## config.mk

```make
export PLATFORM = sky130hd
export DESIGN_NAME = aes_job_arbiter_flat
export DESIGN_NICKNAME = d
export VERILOG_FILES = /design/src/rtl/aes_job_arbiter_if.sv /design/src/rtl/aes_job_arbiter.sv /design/src/flat_wrapper.sv
export SDC_FILE = /design/constraint.sdc
export NUM_CORES = 1
export LEC_CHECK = 0
export BUFFER_PORTS_ARGS = -buffer_cell sky130_fd_sc_hd__buf_2
export CORE_ASPECT_RATIO = 1.2
export CORE_MARGIN = 2
export CORE_UTILIZATION = 55
export CTS_BUF_LIST = sky130_fd_sc_hd__clkbuf_16
export CTS_CLUSTER_DIAMETER = 40
export CTS_CLUSTER_SIZE = 30
export DETAILED_ROUTE_END_ITERATION = 6
export GPL_TIMING_DRIVEN = 1
export HOLD_SLACK_MARGIN = 0.1
export PLACE_DENSITY = 0.8
export SLEW_MARGIN = 5
export SYNTH_ARGS = -nofsm -noshare
export SYNTH_HDL_FRONTEND = slang
export SYNTH_SLANG_ARGS = --single-unit
```

## constraint.sdc

```tcl
create_clock -name clk -period 2.8 [get_ports clk]
set_clock_uncertainty 0.15 [all_clocks]
set_input_delay 0.14 -clock clk [delete_from_list [all_inputs] [get_ports clk]]
set_output_delay 0.14 -clock clk [all_outputs]
set_load 0.1 [all_outputs]
```

## src/rtl/aes_job_arbiter_if.sv

```systemverilog
// Handshake bundle between the two job requesters, the AES round controller and
// aes_job_arbiter.
//   master : environment side (requesters + AES core); drives requests, core_done, err_clr
//   slave  : arbiter side; drives ready/done pulses, core_start/core_en_de, grant, status
interface aes_job_arbiter_if;
  // Requester 0
  logic req0_valid;
  logic req0_en_de;
  logic req0_ready;
  logic req0_done;
  // Requester 1
  logic req1_valid;
  logic req1_en_de;
  logic req1_ready;
  logic req1_done;
  // AES core control
  logic core_start;
  logic core_en_de;
  logic core_done;
  // Datapath mux select and status
  logic grant;
  logic busy;
  logic timeout_err;
  logic err_clr;

  modport master (
    output req0_valid, req0_en_de, req1_valid, req1_en_de, core_done, err_clr,
    input  req0_ready, req0_done, req1_ready, req1_done,
    input  core_start, core_en_de, grant, busy, timeout_err
  );

  modport slave (
    input  req0_valid, req0_en_de, req1_valid, req1_en_de, core_done, err_clr,
    output req0_ready, req0_done, req1_ready, req1_done,
    output core_start, core_en_de, grant, busy, timeout_err
  );
endinterface

```

## src/rtl/aes_job_arbiter.sv

```systemverilog
// Two-requester round-robin arbiter in front of a single AES round controller.
// One job at a time: IDLE -> START (accept + core_start) -> WAIT (core running,
// watchdog armed) -> DONE (completion pulse to owner) -> IDLE.
// Ports:
//   clk         rising-edge clock
//   rst_n       asynchronous active-low reset; drops any in-flight job silently
//   bus.slave   req{0,1}_valid/en_de in, req{0,1}_ready/done out,
//               core_start/core_en_de out, core_done in, grant/busy/timeout_err out,
//               err_clr in
// Parameter:
//   TMO_W       watchdog width; a job times out after 2^TMO_W-1 WAIT cycles without
//               core_done (TMO_W >= 2)
// Every output is a flop; next-state values are computed in one always_comb block.
module aes_job_arbiter #(
  parameter int unsigned TMO_W = 8
) (
  input logic               clk,
  input logic               rst_n,
  aes_job_arbiter_if.slave  bus
);

  localparam logic [1:0] IDLE  = 2'd0;
  localparam logic [1:0] START = 2'd1;
  localparam logic [1:0] WAIT  = 2'd2;
  localparam logic [1:0] DONE  = 2'd3;

  // The counter reaches all-ones on the edge leaving the cycle in which it holds
  // all-ones minus one; that edge is the expiry point.
  localparam logic [TMO_W-1:0] TMO_LAST = {{(TMO_W-1){1'b1}}, 1'b0};

  logic [1:0]       state_q, state_d;
  logic [TMO_W-1:0] cnt_q, cnt_d;
  logic             last_q, last_d;
  logic             grant_q, grant_d;
  logic             en_de_q, en_de_d;
  logic             ready0_q, ready0_d;
  logic             ready1_q, ready1_d;
  logic             done0_q, done0_d;
  logic             done1_q, done1_d;
  logic             start_q, start_d;
  logic             busy_q, busy_d;
  logic             terr_q, terr_d;

  logic             win;
  logic             terr_set;
  logic             finish;

  always_comb begin
    state_d  = state_q;
    cnt_d    = cnt_q;
    last_d   = last_q;
    grant_d  = grant_q;
    en_de_d  = en_de_q;
    ready0_d = 1'b0;
    ready1_d = 1'b0;
    done0_d  = 1'b0;
    done1_d  = 1'b0;
    start_d  = 1'b0;
    terr_set = 1'b0;
    finish   = 1'b0;

    // Round-robin: on contention the requester not granted last time wins;
    // otherwise whichever one is asking.
    if (bus.req0_valid && bus.req1_valid) begin
      win = ~last_q;
    end else begin
      win = bus.req1_valid;
    end

    case (state_q)
      IDLE: begin
        if (bus.req0_valid || bus.req1_valid) begin
          state_d  = START;
          grant_d  = win;
          en_de_d  = win ? bus.req1_en_de : bus.req0_en_de;
          ready0_d = ~win;
          ready1_d = win;
          start_d  = 1'b1;
        end
      end
      START: begin
        state_d = WAIT;
        cnt_d   = '0;
      end
      WAIT: begin
        // core_done has priority over a coincident watchdog expiry.
        if (bus.core_done) begin
          finish = 1'b1;
        end else if (cnt_q == TMO_LAST) begin
          finish   = 1'b1;
          terr_set = 1'b1;
        end else begin
          cnt_d = cnt_q + 1'b1;
        end
        if (finish) begin
          state_d = DONE;
          done0_d = ~grant_q;
          done1_d = grant_q;
        end
      end
      DONE: begin
        state_d = IDLE;
        last_d  = grant_q;
      end
      default: begin
        state_d = IDLE;
      end
    endcase

    busy_d = (state_d != IDLE);

    // A new timeout beats a simultaneous clear request.
    if (terr_set) begin
      terr_d = 1'b1;
    end else if (bus.err_clr) begin
      terr_d = 1'b0;
    end else begin
      terr_d = terr_q;
    end
  end

  always_ff @(posedge clk or negedge rst_n) begin
    if (!rst_n) begin
      state_q  <= IDLE;
      cnt_q    <= '0;
      last_q   <= 1'b1;
      grant_q  <= 1'b0;
      en_de_q  <= 1'b0;
      ready0_q <= 1'b0;
      ready1_q <= 1'b0;
      done0_q  <= 1'b0;
      done1_q  <= 1'b0;
      start_q  <= 1'b0;
      busy_q   <= 1'b0;
      terr_q   <= 1'b0;
    end else begin
      state_q  <= state_d;
      cnt_q    <= cnt_d;
      last_q   <= last_d;
      grant_q  <= grant_d;
      en_de_q  <= en_de_d;
      ready0_q <= ready0_d;
      ready1_q <= ready1_d;
      done0_q  <= done0_d;
      done1_q  <= done1_d;
      start_q  <= start_d;
      busy_q   <= busy_d;
      terr_q   <= terr_d;
    end
  end

  assign bus.req0_ready  = ready0_q;
  assign bus.req1_ready  = ready1_q;
  assign bus.req0_done   = done0_q;
  assign bus.req1_done   = done1_q;
  assign bus.core_start  = start_q;
  assign bus.core_en_de  = en_de_q;
  assign bus.grant       = grant_q;
  assign bus.busy        = busy_q;
  assign bus.timeout_err = terr_q;

endmodule

```

## src/flat_wrapper.sv

```systemverilog
// flat-port wrapper written by rule: the top's interface ports become plain ports
module aes_job_arbiter_flat 
#(
  parameter int unsigned TMO_W = 8
)
  (clk, rst_n, bus_req0_valid, bus_req0_en_de, bus_req1_valid, bus_req1_en_de, bus_core_done, bus_err_clr, bus_req0_ready, bus_req0_done, bus_req1_ready, bus_req1_done, bus_core_start, bus_core_en_de, bus_grant, bus_busy, bus_timeout_err);
  aes_job_arbiter_if bus_i ();
  input logic clk;
  input logic rst_n;
  input wire logic [$bits(bus_i.req0_valid)-1:0] bus_req0_valid;
  input wire logic [$bits(bus_i.req0_en_de)-1:0] bus_req0_en_de;
  input wire logic [$bits(bus_i.req1_valid)-1:0] bus_req1_valid;
  input wire logic [$bits(bus_i.req1_en_de)-1:0] bus_req1_en_de;
  input wire logic [$bits(bus_i.core_done)-1:0] bus_core_done;
  input wire logic [$bits(bus_i.err_clr)-1:0] bus_err_clr;
  output wire logic [$bits(bus_i.req0_ready)-1:0] bus_req0_ready;
  output wire logic [$bits(bus_i.req0_done)-1:0] bus_req0_done;
  output wire logic [$bits(bus_i.req1_ready)-1:0] bus_req1_ready;
  output wire logic [$bits(bus_i.req1_done)-1:0] bus_req1_done;
  output wire logic [$bits(bus_i.core_start)-1:0] bus_core_start;
  output wire logic [$bits(bus_i.core_en_de)-1:0] bus_core_en_de;
  output wire logic [$bits(bus_i.grant)-1:0] bus_grant;
  output wire logic [$bits(bus_i.busy)-1:0] bus_busy;
  output wire logic [$bits(bus_i.timeout_err)-1:0] bus_timeout_err;
  assign bus_i.req0_valid = bus_req0_valid;
  assign bus_i.req0_en_de = bus_req0_en_de;
  assign bus_i.req1_valid = bus_req1_valid;
  assign bus_i.req1_en_de = bus_req1_en_de;
  assign bus_i.core_done = bus_core_done;
  assign bus_i.err_clr = bus_err_clr;
  assign bus_req0_ready = bus_i.req0_ready;
  assign bus_req0_done = bus_i.req0_done;
  assign bus_req1_ready = bus_i.req1_ready;
  assign bus_req1_done = bus_i.req1_done;
  assign bus_core_start = bus_i.core_start;
  assign bus_core_en_de = bus_i.core_en_de;
  assign bus_grant = bus_i.grant;
  assign bus_busy = bus_i.busy;
  assign bus_timeout_err = bus_i.timeout_err;
  aes_job_arbiter #(.TMO_W(TMO_W)) u_core (.clk(clk), .rst_n(rst_n), .bus(bus_i));
endmodule
```

==> Word-level counts from Yosys, hierarchy flattened <==
Index checks and enable logic that the tools add are counted.
{ "word_totals": {"register_bits": 20, "inputBits": 8, "out_inout_bits": 9, "elab_cells": 55} }
{ "op_classes": {"n_addsub": 1, "n_eq_ne": 6, "n_mux": 25, "bitwise_logic": 3, "reduce_logical": 8} }
{ "op_table": {"columns": ["operator", "n"], "rows": [
  ["$mux W1", 19],
  ["$mux W8", 2],
  ["$pmux W8 S2", 1],
  ["$add A8 B1 Y8 const B", 1],
  ["$eq A8 B8 Y1 const B", 1],
  ["$pmux W2 S4", 1],
  ["$reduce_bool A2 Y1", 3],
  ["$eq A2 B2 Y1 const B", 2],
  ["$mux W2", 2],
  ["$ne A2 B2 Y1 const B", 2],
  ["$not A1 Y1", 3],
  ["$reduce_and A3 Y1", 1],
  ["$eq A2 B1 Y1 const B", 1],
  ["$logic_not A2 Y1", 1],
  ["$reduce_and A2 Y1", 1],
  ["$logic_and A1 B1 Y1", 1],
  ["$logic_or A1 B1 Y1", 1]
]} }

==> Depth between registers and ports, before layout <==
Gate-level depths: netlist (run 1).
{ "depth": {"ltp_word": 7, "depth_mapped": 6} }

==> Least setup slack after synthesis (run 1) <==
Ideal clock, no wire load.
{ "synth_timing": {"path_kind": "flip-flop to flip-flop", "startpoint": "reg u_core.cnt_q[0]", "endpoint": "reg u_core.cnt_q[4]", "setup_time_ns": 0.118, "arrival_ns": 1.468, "required_time_ns": 2.532, "slack_ns": 1.064, "stages_incl_launch_ff": 7, "path_cell_list": "dfrtp_1 -> inv_1 -> ha_1 -> nand3_1 -> o21ai_4 -> mux2_4 -> a21o_1"} }
{ "synth_between": {"elab_chain_len": 4} }
{ "synth_rtl": {"columns": ["item", "line", "rtl"], "rows": [
  ["start: declaration", "aes_job_arbiter.sv:32", "logic [TMO_W-1:0] cnt_q, cnt_d;"],
  ["start signal: assignment", "aes_job_arbiter.sv:138", "cnt_q <= cnt_d;"],
  ["$add A8 B1 Y8", "aes_job_arbiter.sv:93", "cnt_d = cnt_q + 1'b1;"],
  ["$mux W8", "aes_job_arbiter.sv:89", "end else if (cnt_q == TMO_LAST) begin"],
  ["$mux W8", "aes_job_arbiter.sv:87", "if (bus.core_done) begin"],
  ["$pmux W8 S2", "aes_job_arbiter.sv:70", "case (state_q)"]
]} }
Several ways; a longest one is shown, not always the timed one. The select of a mux whose other input is x is not followed.
A chain may end at the register's enable or synchronous reset.

==> Worst setup path after layout (run 1) <==
{ "layout_timing": {"startpoint": "reg u_core.state_q[0]", "endpoint": "reg u_core.en_de_q (netlist: u_core.bus.core_en_de)"} }
{ "layout_between": {"elab_chain_len": 2} }
{ "layout_rtl": {"columns": ["item", "line", "rtl"], "rows": [
  ["start: declaration", "aes_job_arbiter.sv:31", "logic [1:0] state_q, state_d;"],
  ["start signal: assignment", "aes_job_arbiter.sv:137", "state_q <= state_d;"],
  ["$logic_not A2 Y1", "aes_job_arbiter.sv:70", null],
  ["$reduce_and A2 Y1 (no line)", null, null],
  ["end signal: assignment", "aes_job_arbiter.sv:141", "en_de_q <= en_de_d;"],
  ["end: declaration", "aes_job_arbiter.sv:35", "logic en_de_q, en_de_d;"]
]} }
Every way passes these cells.

==> metrics.md, run 1 <==
| Metric | Value |
|---|---|
| Slew @ Worst Pin | a little under 500 ps |
| Crit path DAT | 2120 ps |
| Hold Vio Cnt, Final | 0 |
| Share of cells above drive strength 1 | about a quarter |
| Worst Path Max Fanout | 6 |
| Crit path max-delay cell type | dlygate4sd3_1 |
| Setup violators final | 0 |
| GRT Util Overall | 20.2% |
| Leading area contributor after synthesis | dfrtp_1 |
| WP buf/inv | 2 |
| H-tree depth | 1 |
| Initial DRT Pass Iterations | 4 |
| Mapped Cells | 89 |
| Clock buffer depth | 2 |
| GR Overflow Total | 0 |
| Core area | approximately 0.0016 mm2 |
| Number of distinct library cells after synthesis | 31 |
| Fin. max-slew vios | 0 |
| Max incr delay on CP | approximately 590 ps |
| Row cnt | 16 |
| Critical Path RT | about 2800 ps |
| VDD IR-drop max | around 1100 uV |
| Global-route wire length before repair | roughly 3200 um |
| Kind of critical path | reg2reg |
| Largest Register | u_core.cnt_q |
| Warnings from Yosys | 0 |
| Cts bufs inserted | 3 |
| Max Fclk | ~480 MHz |
| WL/cell | 13.5 um |
| Die height | approximately 50 um |
| Starting density of the core | between 50% and 60% |
| Post-DP HPWL | 1230 um |
| Layout area overhead | 27.2% |
| Sequential fraction of the synthesis area | a little over half |
| Port Buf Inserts | 16 |
| Worst path top cell family by delay | buffers and inverters |
| Initial antenna violation count | 0 |
| Post-DR vias/cell | between 5 and 6 |
| Ys async rst share | 100% |
| Filler Cell Count | roughly 110 |
| Slew HR | 67.7% |
| Skew-Pair Late Insertion Delay | 250 ps |
| Part of the cycle the worst path needs | roughly three quarters |
| Outcome | complete, no violations |
| Synth cell count leaders | dfrtp_1 (19), o21ai_0 (9), inv_1 (8), nand2_1 (7), ha_1 (6) |
| PwrDens | roughly 1100 mW/mm2 |
| Largest net degree at the start of global routing | 21 |
| Max cap viols | 0 |
| Routed vias | roughly 760 |
| CP Cell Sequence | inv_1 > ha_1 > nand2_1 > a21oi_1 > a22oi_1 > dlygate4sd3_1 > nand2_1 |
| Final layout net count | around 130 |
| Reg clk slew, reported paths | approximately 50 ps |
| GP Congestion | 0.716 |
| CP most frequent cell | nand2_1 |
| Post-synth EDFFs | 0 |
| Post-synth top flop | dfrtp_1 |
| #FFs+latches synth | 20 |
| Critical path capture point type | flop |
| Setup crit start kind | flop |
| Mapped cell area | approximately 960 um2 |
| CTS root buf | clkbuf_16 |
| Post-CTS Resized | 0 |
| Largest regs | u_core.cnt_q (8), u_core.state_q (2) |
| Syn_area_per_cell | roughly 11 um2 |
| Routed Antenna Nets | 0 |
| I/O pin count | 17 |
| Synth Net Count | a little over 100 |
| Total power | approximately 1.4 mW |
| Hold buffers post-CTS | 8 |
| RSZ-0062 raised after global routing | false |
| Most frequent cell after synthesis | dfrtp_1 |
| Vias in the first global route | a little over 700 |
| Post-layout min period | ~2100 ps |
| Iter 0 DRT Violations | 12 |
| Post-synth top area share | about half |
| Largest register FFs | 8 |
| Synth area leaders | dfrtp_1 (49%), ha_1 (7.8%), o21ai_0 (4.7%), inv_1 (3.1%), dfstp_2 (2.7%) |
| Post-route setup TNS | 0 ps |
| Setup bufs post-CTS | 0 |
| CTS tree | yes |
| Lkg Pwr | around 0.61 nW |
| HP Class | in2async |
| Sink Count | 20 |
| N_diodes | 0 |
| Die width | about 42 um |
| Drt total wl | between 1500 and 2000 um |
| Full die area | between 0.002 and 0.0025 mm2 |
| DRC | 0 |
## per-layer routing
layer / wire length, um / vias up / GRT usage (%)
li1: - / 373 / -
met1: 798 / 369 / 24.9
met2: 944 / 11 / 33.3
met3: 38 / 4 / 3.30
met4: 47 / 0 / 10.9
met5: 0 / - / 0
## metrics by stage
stage          utilization (%)  setup slack [ps]  hold WS, ps  area [um2]  std cells
3_5_place_dp              64.9               892        -44.3        1060        123
3_3_place_gp              64.9               913        -42.6        1060        123
5_1_grt                   74.5               635          270        1220        135
4_1_cts                   74.5               782          228        1220        135
6_report                  74.5               717          210        1220        135
2_1_floorplan                -              1060         -306         962         89
## worst register-to-register path: stages, from the launching register on
cell	delay [ps]
dfrtp_1	420
inv_1	100
ha_1	260
nand2_1	70
a21oi_1	220
a22oi_1	140
dlygate4sd3_1	590
nand2_1	70
## logic make-up (layout without fill, tap and decap cells)
| logic type | after synthesis | in the layout | synth area share (%) |
|---|---|---|---|
| simple gates | 29 | 29 | 17.3 |
| compound gates | 25 | 25 | 18.1 |
| flops | 20 | 20 | 52.1 |
| fa+ha+maj | 6 | 6 | 7.80 |
| buf+inv | 8 | 36 | 3.12 |
| mux | 1 | 1 | 1.56 |
## cell usage in the layout (no fill, tap or decap), drive strengths merged, types with 2 or more instances in the layout
cell type	instances
a21oi	3
buf	16
nand2	7
nand4	3
ha	6
o21ai	10
nand3	5
or2	2
o211ai	3
dfrtp	19
a21o	3
nor3	3
inv	8
nor2	4
clkbuf	3
dlygate4sd3	8
## report_power, final
part / leakage, nW / switching, mW / internal [mW]
combinational: 0.312 / 0.474 / 0.165
clock: 0.0385 / 0.103 / 0.190
sequential: 0.260 / 0.0674 / 0.378
## layout make-up
cell class	instances	area, um2	share of cell area, %
repair buffers	24	160	13.1
well taps	18	22.5	1.84
inverters	8	30.0	2.45
flip-flops and latches	20	502	41.0
clock inverters	1	3.75	0.307
clock buffers	3	75.1	6.13
multi-input cells	61	430	35.2
## path summary, 6_finish.rpt
path / depth (start not counted) / from / endpoint / slack, ps
min in group clk: 2 / u_core.bus.core_en_de$_DFFE_PN0P_ / u_core.bus.core_en_de$_DFFE_PN0P_ / 310
max: 7 / u_core.state_q[0]$_DFF_PN0_ / u_core.bus.core_en_de$_DFFE_PN0P_ / 720
max reg2reg: 7 / u_core.state_q[0]$_DFF_PN0_ / u_core.bus.core_en_de$_DFFE_PN0P_ / 720
min reg2reg: 2 / u_core.bus.core_en_de$_DFFE_PN0P_ / u_core.bus.core_en_de$_DFFE_PN0P_ / 310
min: 2 / rst_n / u_core.bus.req1_done$_DFF_PN0_ / 210
max in group asynchronous: 2 / rst_n / u_core.last_q$_DFFE_PN1N_ / 1960
No activity file was read; power rests on OpenSTA's default activity.
==> run 2, diff against run 1 <==
CORE_UTILIZATION = 53   (was 55)
PLACE_DENSITY = 0.77   (was 0.8)
clock period = 2.15 ns   (was 2.8 ns; I/O delays follow)
==> metrics.md, run 2 (synthesis results as in run 1) <==
| Metric | Value |
|---|---|
| Cts bufs inserted | 3 |
| I/O pin count | 17 |
| H-tree depth | 1 |
| Hold Vio Cnt, Final | 0 |
| GR Overflow Total | 0 |
| Largest Register | u_core.cnt_q |
| Cell Count, Final, Fillers Out | approximately 140 |
| Layout area overhead | 27.8% |
| Full die area | roughly 0.0022 mm2 |
| Slew HR | 67.5% |
| Setup violators final | 0 |
| Cell Area, Placed | 0.00106 mm2 |
| Iter 0 DRT Violations | 24 |
| Sink Count | 20 |
| Max Fclk | roughly 500 MHz |
| Hold_ws | around 180 ps |
| CTS tree | yes |
| Post-DR vias/cell | 5.81 |
| Commonest non-fill, non-tap cell in the layout | dfrtp_1 |
| Comb pwr share | 47.1% |
| FF-to-FF Start | u_core.state_q[0]$_DFF_PN0_ |
| Outcome | complete, no violations |
| Final layout net count | around 130 |
| PwrDens | 1470 mW/mm2 |
| Largest regs | u_core.cnt_q (8), u_core.state_q (2) |
| Critical Path RT | roughly 2100 ps |
| Vias in the first global route | a little over 800 |
| P_int | slightly below 1 mW |
| Final instance area | between 0.001 and 0.0015 mm2 |
| Kind of critical path | reg2reg |
| CTS root buf | clkbuf_16 |
| Starting density of the core | about 58% |
| Lkg Pwr | about 0.61 nW |
| Post-layout min period | 2020 ps |
| R2R Setup Slk | about 130 ps |
| Clock share of power | around a fifth |
| Row cnt | 16 |
| Share of cells above drive strength 1 | 25.6% |
| Routed vias | between 700 and 800 |
| Initial DRT Pass Iterations | 4 |
| Fin. max-slew vios | 0 |
| Initial antenna violation count | 0 |
| WL/cell | about 14 um |
| GRT Util Overall | between 20% and 30% |
| Reg clk slew, reported paths | roughly 50 ps |
| Post-route setup TNS | 0 ps |
| Setup crit start kind | flop |
| Clock buffer depth | 2 |
| Largest net degree at the start of global routing | 21 |
| GP Congestion | slightly above 0.8 |
| Placed Cells | 123 |
| VDD IR-drop max | around 1200 uV |
| Drt total wl | 1960 um |
| N_diodes | 0 |
| Die height | between 50 and 60 um |
| Most frequent cells in the layout | dfrtp_1 (19), buf_2 (16), o21ai_0 (9) |
| R2R cell count | 6 |
| Final Core Density | 74.0% |
| Port Buf Inserts | 16 |
| RSZ-0062 raised after global routing | false |
| Post-DP HPWL | between 1000 and 1500 um |
| Seq pwr share | 32.4% |
| Slew @ Worst Pin | just under 500 ps |
| R2R Path End | u_core.cnt_q[5]$_DFFE_PN0P_ |
| Switch share | 46.7% |
| Critical path capture point type | flop |
| HP Class | in2async |
| Largest register FFs | 8 |
| Max cap viols | 0 |
| Die width | about 43 um |
| Skew-Pair Late Insertion Delay | roughly 240 ps |
| DRC | 0 |
| Part of the cycle the worst path needs | a little over nine tenths |
| Core area | about 0.0017 mm2 |
| Routed Antenna Nets | 0 |
| Crit path DAT | 2000 ps |
| Worst Path Max Fanout | 6 |
| Global-route wire length before repair | ~3400 um |
| P_sw | about 840 uW |
==> run 2: changes by cell type in the layout (fill, tap and decap cells not counted) <==
cell     change
a21oi_1      -1
a21oi_2      +1
ha_1         -1
ha_2         +1
==> run 2: timing repair <==
action / CTS / global route
endpoints found under the setup margin: 0 / 1
setup buffers: 0 / 0
gates resized for setup: 0 / 2
hold endpoints to repair: 28 / 0
hold buffers: 8 / 0
==> run 2: per-stage QoR <==
stage	power, mW	worst slack (ps)
final	1.81	132
after global routing	1.91	27.9
after CTS	1.80	125
after detailed placement	1.40	215
after global placement	1.39	268
after floorplan	1.25	414
==> run 2: power by group through the flow <==
stage | Sequential, mW | Clock [mW] | Combinational, mW
finish | 0.585 | 0.370 | 0.849
global route | 0.603 | 0.386 | 0.918
CTS | 0.582 | 0.380 | 0.841
detailed placement | 0.587 | 0 | 0.817
global placement | 0.583 | 0 | 0.804
floorplan | 0.960 | 0 | 0.291
==> run 2: worst max path at each step <==
stage	slack [ps]	endpoint	start	cells after the start
floorplan	410	u_core.cnt_q[4]$_DFFE_PN0P_	u_core.cnt_q[0]$_DFFE_PN0P_	6
global placement	270	u_core.cnt_q[5]$_DFFE_PN0P_	u_core.state_q[0]$_DFF_PN0_	6
detailed placement	220	u_core.cnt_q[5]$_DFFE_PN0P_	u_core.state_q[0]$_DFF_PN0_	6
CTS	120	u_core.bus.core_en_de$_DFFE_PN0P_	u_core.state_q[0]$_DFF_PN0_	7
global route	30	u_core.cnt_q[5]$_DFFE_PN0P_	u_core.state_q[0]$_DFF_PN0_	6
finish	130	u_core.cnt_q[5]$_DFFE_PN0P_	u_core.state_q[0]$_DFF_PN0_	6
==> run 2: per-layer routing <==
| layer | routed length, um | share of wire, % | vias up | GRT usage [%] |
|---|---|---|---|---|
| met1 | 835 | 43 | 373 | 23.5 |
| met5 | 0 | 0 | - | 0 |
| met2 | 996 | 51 | 27 | 36.9 |
| li1 | - | - | 378 | - |
| met3 | 72 | 3.7 | 6 | 3.96 |
| met4 | 51 | 2.6 | 0 | 10.4 |
==> run 2: cell type report <==
class	instances	area [um2]
inverter	8	30.0
clock buffer	3	75.1
multi-input combinational	61	437
timing repair buffer	24	160
fill	102	432
tap	18	22.5
sequential	20	502
clock inverter	1	3.75
==> run 2: worst max-delay path, cell delays in order, from the launching register on <==
cell,delay (ps)
dfrtp_1,430
inv_1,110
ha_1,280
and2b_4,240
nand4_2,210
o31a_1,300
o22a_1,180
